$ cat config.mk
export PLATFORM = sky130hd
export DESIGN_NAME = fetch_pc_ctrl
export DESIGN_NICKNAME = d
export VERILOG_FILES = /design/src/rtl/fetch_pc_ctrl.sv
export SDC_FILE = /design/constraint.sdc
export NUM_CORES = 1
export LEC_CHECK = 0
export ABC_AREA = 1
export CORE_ASPECT_RATIO = 0.6
export CORE_UTILIZATION = 39
export CTS_CLUSTER_SIZE = 28
export DETAILED_ROUTE_END_ITERATION = 12
export GPL_TIMING_DRIVEN = 0
export HOLD_SLACK_MARGIN = 0.05
export MAX_ROUTING_LAYER = met4
export PLACE_DENSITY = 0.85
export REMOVE_ABC_BUFFERS = 1
export SYNTH_ARGS = -nofsm -noshare
export SYNTH_HDL_FRONTEND = slang
export SYNTH_SLANG_ARGS = --single-unit
$ cat constraint.sdc
create_clock -name clk -period 1.75 [get_ports clk]
set_input_delay 0.2625 -clock clk [delete_from_list [all_inputs] [get_ports clk]]
set_output_delay 0.2625 -clock clk [all_outputs]
set_load 0.005 [all_outputs]
$ cat src/rtl/fetch_pc_ctrl.sv
// Fetch-stage PC sequencer: owns the F-stage PC and delay-slot flag, picks the
// next fetch address by priority (reset > req > stall > eret > npc) and flags AdEL.
module fetch_pc_ctrl #(
    parameter logic [31:0] PC_RESET   = 32'h0000_3000,
    parameter logic [31:0] EXC_VECTOR = 32'h0000_4180,
    parameter logic [31:0] IM_LO      = 32'h0000_3000,
    parameter logic [31:0] IM_HI      = 32'h0000_6ffc
) (
    input  logic        clk,
    input  logic        reset,
    input  logic        stall,
    input  logic        req,
    input  logic        eret,
    input  logic [31:0] epc,
    input  logic [31:0] npc,
    input  logic        delayslot,
    output logic [31:0] f_pc,
    output logic        f_bd,
    output logic [4:0]  f_exccode,
    output logic        fd_flush,
    output logic [1:0]  f_state
);

    typedef enum logic [1:0] {
        ST_RUN  = 2'd0,
        ST_HOLD = 2'd1,
        ST_EXC  = 2'd2,
        ST_ERET = 2'd3
    } state_e;

    localparam logic [4:0] EXC_ADEL = 5'd4;
    localparam logic [4:0] EXC_NONE = 5'd0;

    logic [31:0] pc_q, pc_d;
    logic        bd_q, bd_d;
    state_e      state_q, state_d;

    // The state only records why the PC last changed, so it never feeds back
    // into the decision below.
    always_comb begin
        // NOTE: every output of this block gets a default first so no path
        // leaves a variable unassigned, which would infer a latch.
        pc_d    = pc_q;
        bd_d    = bd_q;
        state_d = ST_RUN;
        if (req) begin
            pc_d    = EXC_VECTOR;
            bd_d    = 1'b0;
            state_d = ST_EXC;
        end else if (stall) begin
            state_d = ST_HOLD;
        end else if (eret) begin
            pc_d    = epc;
            bd_d    = 1'b0;
            state_d = ST_ERET;
        end else begin
            pc_d    = npc;
            bd_d    = delayslot;
            state_d = ST_RUN;
        end
    end

    always_ff @(posedge clk) begin
        // NOTE: registers use non-blocking assignments so every flop samples
        // the pre-edge values regardless of statement order.
        if (reset) begin
            pc_q    <= PC_RESET;
            bd_q    <= 1'b0;
            state_q <= ST_RUN;
        end else begin
            pc_q    <= pc_d;
            bd_q    <= bd_d;
            state_q <= state_d;
        end
    end

    // ERET has no delay slot, so whatever was fetched behind it is squashed;
    // a stalled ERET stays in D and flushes only once it is honoured.
    assign fd_flush = req | (eret & ~stall);

    // Illegal addresses are still fetched; CP0 picks up the AdEL code later.
    logic pc_illegal;
    assign pc_illegal = (pc_q[1:0] != 2'b00) || (pc_q < IM_LO) || (pc_q > IM_HI);

    assign f_exccode = pc_illegal ? EXC_ADEL : EXC_NONE;
    assign f_pc      = pc_q;
    assign f_bd      = bd_q;
    assign f_state   = state_q;

endmodule

==> flow_summary_export.csv <==
group,metric,value,unit
status,status,"complete, no violations",
min_path,holdPathEnd,"f_state[1]$_SDFF_PP0_",
pwr,p_per_area,629,mW/mm^2
placement,dp_hpwl,3830,um
worst_setup_path,ff2ff_setup_slack,1.01,ns
cells_and_area,drive_gt1_share,4.60,%
cells_and_area,seqCellArea,703,sq um
drt,drtAntennaViolNets,0,
timing,fmax,605,MHz
global_route,grt_start_max_net_pins,35,
pwr,worst_ir_drop_vdd,0.000400,V
global_route,grt-ovfl-total,0,
cts,cts_tree,"built",
worst_setup_path,critPathCaptureType,"output port",
cells_and_area,multi_input_area,826,sq um
drt,vias_per_cell,4.53,
global_route,gr-usage-all-layers,22.7,%
placement,port_buffers,106,
drt,routed_wl,5370,um
floorplanning,die_w,88.9,um
yosys,syn_area_per_cell,6.11,sq um
worst_setup_path,start_kind,"input pin",
timing,finalHoldViolations,0,
cells_and_area,area_delta_synth_final,65.1,%
timing,final.period_utilization,94.5,%
cells_and_area,fillCellCount,381,
placement,gp_congestion,0.733,
worst_setup_path,cp_slowest_cell,"clkdlybuf4s50_1",
worst_setup_path,crit_type,"in -> out",
drt,firstDrtPassIters,4,
floorplanning,die_h,54.1,um
drt,drc_errors,0,
timing,hold_ws,0.378,ns
drt,first_iter_violations,94,
yosys,ys_warn_count,0,
cts,clk_pin_slew,0.07,ns
min_path,hold_path_class,"in -> reg",
timing,rsz0062_at_grt,"false",
yosys,seq_area_frac_synth,39.7,%
global_route,grt_pass1_wl,7820,um
timing,clock_skew,0,ns
timing,finalMaxSlewViolations,0,
worst_setup_path,critPathTopFamily,"buffers and inverters",
worst_setup_path,path_max_fanout,4,
worst_setup_path,path_buf_inv,4,
cts,clk_latency,0.27,ns
timing,tightest_slew,0.768,ns
cts,clock_sinks,35,
yosys,ys_types,15,
global_route,grt_pass1_vias,1824,
run,maxCapViolCount,0,
pwr,finalPower,1.83,mW
yosys,ys_seq_elements,35,
cells_and_area,antenna_cells,0,
timing,setup_violations,0,
min_path,whs_path_depth,3,
worst_setup_path,regToRegEndpoint,"f_pc[14]$_SDFFE_PP0P_",
cts,htree_num_levels,2,
floorplanning,boundaryPins,111,
worst_setup_path,slowest_delay,0.50,ns
floorplanning,start_util,41.7,%
floorplanning,core,0.00423,sq mm
floorplanning,rows,18,
cts,cts_root_buf,"clkbuf_8",
timing,finalCriticalPeriod,1.65,ns
global_route,antenna_found_initial,0,
cts,cts_buffers,5,
yosys,syn_inst,289,
pwr,p_leak,1.46,nW
worst_setup_path,worstRegToRegCells,4,
drt,wl_per_cell,11.9,um
cells_and_area,final_util,68.8,%
yosys,syn_area,0.00177,sq mm
placement,placed_cells,441,
drt,via_count,2044,
timing,max_slew_margin,48.7,%
min_path,hp-start,"req",
cells_and_area,instances_no_fill,451,
worst_setup_path,path_common_cell,"inv_2",
worst_setup_path,arrival,1.39,ns
worst_setup_path,regToRegStartpoint,"f_pc[14]$_SDFFE_PP0P_",
cts,clock_path_buffers,2,
floorplanning,die_area,0.00481,sq mm
cells_and_area,finalNetCount,460,
worst_setup_path,path_cells,"clkdlybuf4s15_1 > inv_2 > nor2_4 > inv_2 > nand2_1 > clkdlybuf4s50_1",
worst_setup_path,required,1.49,ns
[area by class of cell]
cell class	count	area share (%)
clock buffers	7	2.62
well taps	60	2.58
clock inverters	1	0.172
multi-input cells	199	28.3
flip-flops and latches	35	24.1
inverters	42	5.41
repair buffers	107	36.8
[worst reg2reg max path, cell delays in order (launching register included)]
cell	delay, ns
dfxtp_2	0.33
o21ai_0	0.16
inv_1	0.06
nand2_1	0.06
inv_1	0.04
[state kept, by name, indices dropped and copies added (netlist names)]
signal,flops
f_pc,32
f_bd,1
f_state,2
[synth_stat cells]
library cell,instances,area share (%)
buf_2,7,2.0
nor2_1,15,3.2
buf_4,9,3.8
inv_1,39,8.3
a21oi_1,2,0.57
o21ai_0,2,0.57
nor2_4,2,1.3
dfxtp_1,35,40
inv_2,3,0.64
nand3_1,36,10
nor2_2,1,0.35
conb_1,1,0.21
o21ai_1,1,0.28
clkbuf_1,1,0.21
nand2_1,135,29
[where the power goes]
| part | total (mW) | switching, mW | internal, mW |
|---|---|---|---|
| Clock | 0.551 | 0.271 | 0.279 |
| Sequential | 0.854 | 0.0219 | 0.832 |
| Combinational | 0.427 | 0.173 | 0.254 |
| Total | 1.83 | 0.466 | 1.37 |
[layer usage]
layer | wire, um | vias up | global-route usage (%)
met5 | 0 | - | -
met4 | 16 | 0 | 4.03
met3 | 508 | 2 | 7.21
met2 | 2350 | 81 | 39.5
met1 | 2490 | 912 | 26.4
li1 | - | 1049 | -
[logic make-up after synthesis]
group / Yosys count / synth area share (%)
AND/OR/NAND/NOR: 189 / 43.7
buffers and inverters: 59 / 15.0
flip-flops: 35 / 39.7
AO/OA/AOI/OAI: 5 / 1.42
other: 1 / 0.212
[timing repair]
item | in CTS | in global routing
resized for setup | 7 | 7
setup endpoints to repair | 37 | 27
setup buffers | 1 | 0
pin swaps | 1 | 0
cloned | 1 | 0
hold buffers | 0 | 0
[cell usage in the layout (no fill, tap or decap)]
| master | instances |
|---|---|
| nand2_1 | 135 |
| dfxtp_1 | 33 |
| buf_4 | 1 |
| o21ai_1 | 1 |
| nor2_1 | 14 |
| inv_1 | 39 |
| o21ai_0 | 2 |
| conb_1 | 4 |
| clkbuf_4 | 1 |
| a21oi_1 | 2 |
| clkbuf_8 | 5 |
| nor2_4 | 3 |
| inv_2 | 3 |
| clkdlybuf4s15_1 | 1 |
| clkbuf_1 | 2 |
| dfxtp_2 | 2 |
| clkdlybuf4s50_1 | 102 |
| nand3_1 | 36 |
| clkinv_2 | 1 |
| dlymetal6s2s_1 | 2 |
| nor2_2 | 2 |
[metrics by stage]
stage | setup WS (ns) | TNS, ns | instance area (sq um)
after detailed placement | -1.52 | -36.21 | 2810
after CTS | 0.00148 | 0 | 2900
after global placement | -1.51 | -35.71 | 2810
final | 0.0970 | 0 | 2910
after floorplan | 0.627 | 0 | 1670
after global routing | 0.00243 | 0 | 2910
[how the worst max path moves through the flow]
stage                from                 to  cells after the start
floorplan             req  f_bd$_SDFFE_PP0N_                      3
global placement    stall           fd_flush                      5
detailed placement  stall           fd_flush                      5
CTS                   req  f_bd$_SDFFE_PP0N_                      4
global route         eret           fd_flush                      6
finish               eret           fd_flush                      6
(Power assumes the default switching activity.)
==> patch 1 (config.mk and constraints unchanged) <==
Change the parameter `IM_LO` from 32'h0000_3000 to 32'h00002000.
--- a/src/rtl/fetch_pc_ctrl.sv
+++ b/src/rtl/fetch_pc_ctrl.sv
@@ -3,7 +3,7 @@
 module fetch_pc_ctrl #(
     parameter logic [31:0] PC_RESET   = 32'h0000_3000,
     parameter logic [31:0] EXC_VECTOR = 32'h0000_4180,
-    parameter logic [31:0] IM_LO      = 32'h0000_3000,
+    parameter logic [31:0] IM_LO      = 32'h00002000,
     parameter logic [31:0] IM_HI      = 32'h0000_6ffc
 ) (
     input  logic        clk,
Behaviour: not the same (Yosys sat finds a counterexample within 4 cycles, from zero or initial values and one cycle with reset high).
==> patch 1 against the unedited design <==
Wire length decreased by 0.80%. Sequential cell count unchanged. Total power increased by 11%. Clock skew unchanged. Sequential share of layout area decreased by 0.28 points. Cell area increased by 0.82%. Count of clock-buffer cells in the layout decreased by 1. Area after synthesis decreased by 0.78%. Synthesized cell count decreased by 0.69%. Setup slack improved by 0.0026 ns. Die area decreased by 0.76%. Sequential power about the same. Critical endpoint unchanged.
==> patch 1: results <==
run_status:
  status: "completed"
logic_synthesis:
  synthTopCellsByArea: "dfxtp_1 (40%), nand2_1 (28%), nand3_1 (11%)"
  netlist-cell-type-count: 17
  synth_cells: 287
worst_setup_path:
  regToRegSetupSlack_ns: 0.99
  r2r_start: "f_pc[8]"
  crit-reg2reg-capture: "f_pc[8]"
  crit_fanout: 34
power_and_ir_drop:
  powerClk_uw: 754
  swShare: 0.240
  ir_drop_mv: 0.390
  p_leak_nw: 1.47
grt:
  grt_pass1_vias: 1871
  grt_usage: 0.241
  grt_use_met3: 0.0982
  grt_use_met1: 0.278
  grt_use_met2: 0.388
route:
  wl_met2_um: 2300
  met1Wirelength_um: 2410
  via_per_inst: 4.53
  met3WireLength_um: 570
cells_and_area:
  nets: 458
placed_design:
  place_hpwl_um: 3720
  place_area_sq_um: 2800
  dp_slack_ns: -1.98
sta:
  relSlewSlack: 0.511
## patch 1: changes by cell type in the layout (fill, tap and decap cells not counted), sizes merged
cell / delta
bufinv: +1
clkdlybuf4s15: -1
nor3: +1
inv: -2
clkinv: +1
nor2: -1
nand3: +1
nand2: -2
## patch 1: final cells by class
cell class | instances | area, sq um
clock buffers | 6 | 82.6
clock inverters | 2 | 35.0
fillers | 376 | 1270
inverters | 41 | 154
multi-input cells | 198 | 825
flip-flops and latches | 35 | 701
well taps | 60 | 75.1
repair buffers | 107 | 1070
## patch 1: cell families (layout without fill, tap and decap cells)
| logic type | count (synthesis) | in the layout | synth area share |
|---|---|---|---|
| buffers and inverters | 58 | 156 | 0.146 |
| DFF | 35 | 35 | 0.400 |
| AOI/OAI and AO/OA | 5 | 5 | 0.0143 |
| other | 1 | 4 | 0.00214 |
| and+or+nand+nor | 188 | 189 | 0.437 |
==> patch 2 (same settings) <==
Made on the original files. Make the reset (`reset`) asynchronous in one clocked block.
--- a/src/rtl/fetch_pc_ctrl.sv
+++ b/src/rtl/fetch_pc_ctrl.sv
@@ -60,7 +60,7 @@
         end
     end
 
-    always_ff @(posedge clk) begin
+    always_ff @(posedge clk or posedge reset) begin
         // NOTE: registers use non-blocking assignments so every flop samples
         // the pre-edge values regardless of statement order.
         if (reset) begin
Behaviour: differs if reset is asserted again (counterexample within 4 cycles, from zero or initial values and one cycle with reset high); with reset held inactive, the same outputs for 10 cycles.
==> patch 2 against the unedited design <==
Sequential cell count is the same. Global-route usage grew 0.47 points. Register-to-register slack worse by 0.06 ns. Via count down 6.5%. First-iteration DRC count decreased by 18%. Wire length fell by 3.4%. Setup slack better by 0.065 ns. Cell area is 2.3% higher. Non-clock buffer count shrank 1. Total power increased by 6.4%. Die area is 6.7% higher. Utilization is 4.2 points lower. Cell count fell by 14%. Area after synthesis up 6.9%.
==> patch 2: results <==
logic_synthesis:
  synth_common_cells: "dfrtp_1 (33), nand3_1 (29), nand2_1 (24), o21ai_1 (24), inv_1 (23)"
  netlist-cell-type-count: 22
  synth_compound_area_frac: 0.190
  synthTopCellsByArea: "dfrtp_1 (44%), nand3_1 (7.7%), o21ai_1 (6.4%)"
  synth_flop_cell: "dfrtp_1"
  synth_cells: 227
  seq_area_frac_synth: 0.465
  async_flop_share: 1.00
worst_setup_path:
  r2r_start: "f_pc[12]"
  reg2reg_depth: 2
  regToRegSetupSlack_ns: 0.95
  critPathArrivalTime_ns: 1.33
  crit_fanout: 3
  critPathSlowestCell: "dfstp_2"
  cpLargestDelayFamily: "flip-flops"
  crit-reg2reg-capture: "f_pc[12]"
  cp_slowest_stage_delay_ns: 0.55
grt:
  antenna_found_initial: 0
  grt_pass1_wl_um: 8960
  grt_max_degree: 43
  grt_usage: 0.232
  grt_pass1_vias: 1925
placed_design:
  place_hpwl_um: 3770
  place_area_sq_um: 2890
  finalWeightedCongestion: 0.739
  dp.cells: 379
  dp_slack_ns: -1.66
hold_path:
  worstHoldStart: "eret"
  whs_endpoint: "f_pc[13]"
route:
  first_pass_iters: 6
  wl_um: 5190
  met1Wirelength_um: 2330
  via_per_inst: 4.94
  met3WireLength_um: 492
  drtIter0Drc: 77
  wl_met2_um: 2320
  wire_per_inst_um: 13.4
sta:
  hold_slack_ns: 0.419
  worst_slew_pin_slew_ns: 0.731
  max_freq_mhz: 630
cells_and_area:
  drive_gt1_frac: 0.117
  nets: 393
run_status:
  status: "completed"
power_and_ir_drop:
  powerClk_uw: 545
  ir_drop_mv: 0.336
  p_sw_uw: 503
  swShare: 0.258
clocking:
  clk_latency_ns: 0.28
## patch 2: cell count changes in the layout (fill, tap and decap cells not counted), moves of 9 or more
cell and change:
nand2_1 -111, dfrtp_1 +33, dfxtp_1 -33, o21ai_1 +23, inv_1 -17, o21ai_0 +14, o22ai_1 +12, or2_2 +11
o21ai_2 +9
## patch 2: logic make-up (layout without fill, tap and decap cells)
group           count (synthesis)  count (layout)
other cells                     1               4
compound gates                 62              62
buf+inv                        46             140
flops                          35              35
simple gates                   83              83
## patch 2: timing repair
| action | 4_1_cts | 5_1_grt |
|---|---|---|
| endpoints found under the setup margin | 37 | 2 |
| buffers inserted | 0 | 0 |
| cloned | 0 | 0 |
| pin swaps | 0 | 1 |
| gates resized for setup | 13 | 5 |
## patch 2: final cells by class
cell class / count / area, sq um
repair buffers: 106 / 1060
well taps: 63 / 78.8
fillers: 409 / 1630
clock buffers: 7 / 76.3
inverters: 26 / 105
multi-input cells: 149 / 777
clock inverters: 1 / 5.00
flip-flops and latches: 35 / 878
## patch 2: worst reg2reg max path: stages, from the launching register on
cell and delay [ns]:
dfstp_2 0.54, nand3_1 0.07, o21ai_0 0.11
## patch 2: worst max path at each step
stage                         from      endpoint  cells after the start
final                     f_pc[13]  f_exccode[2]                      6
after global routing      f_pc[13]  f_exccode[2]                      6
after CTS                      req      fd_flush                      4
after detailed placement      eret      fd_flush                      4
after global placement        eret      fd_flush                      4
after floorplan                req      f_pc[14]                      4
## patch 2: metal layers
metal,GRT usage,up-vias
met4,0.0580,0
met5,-,-
met2,0.359,83
met3,0.0833,7
li1,-,928
met1,0.293,894
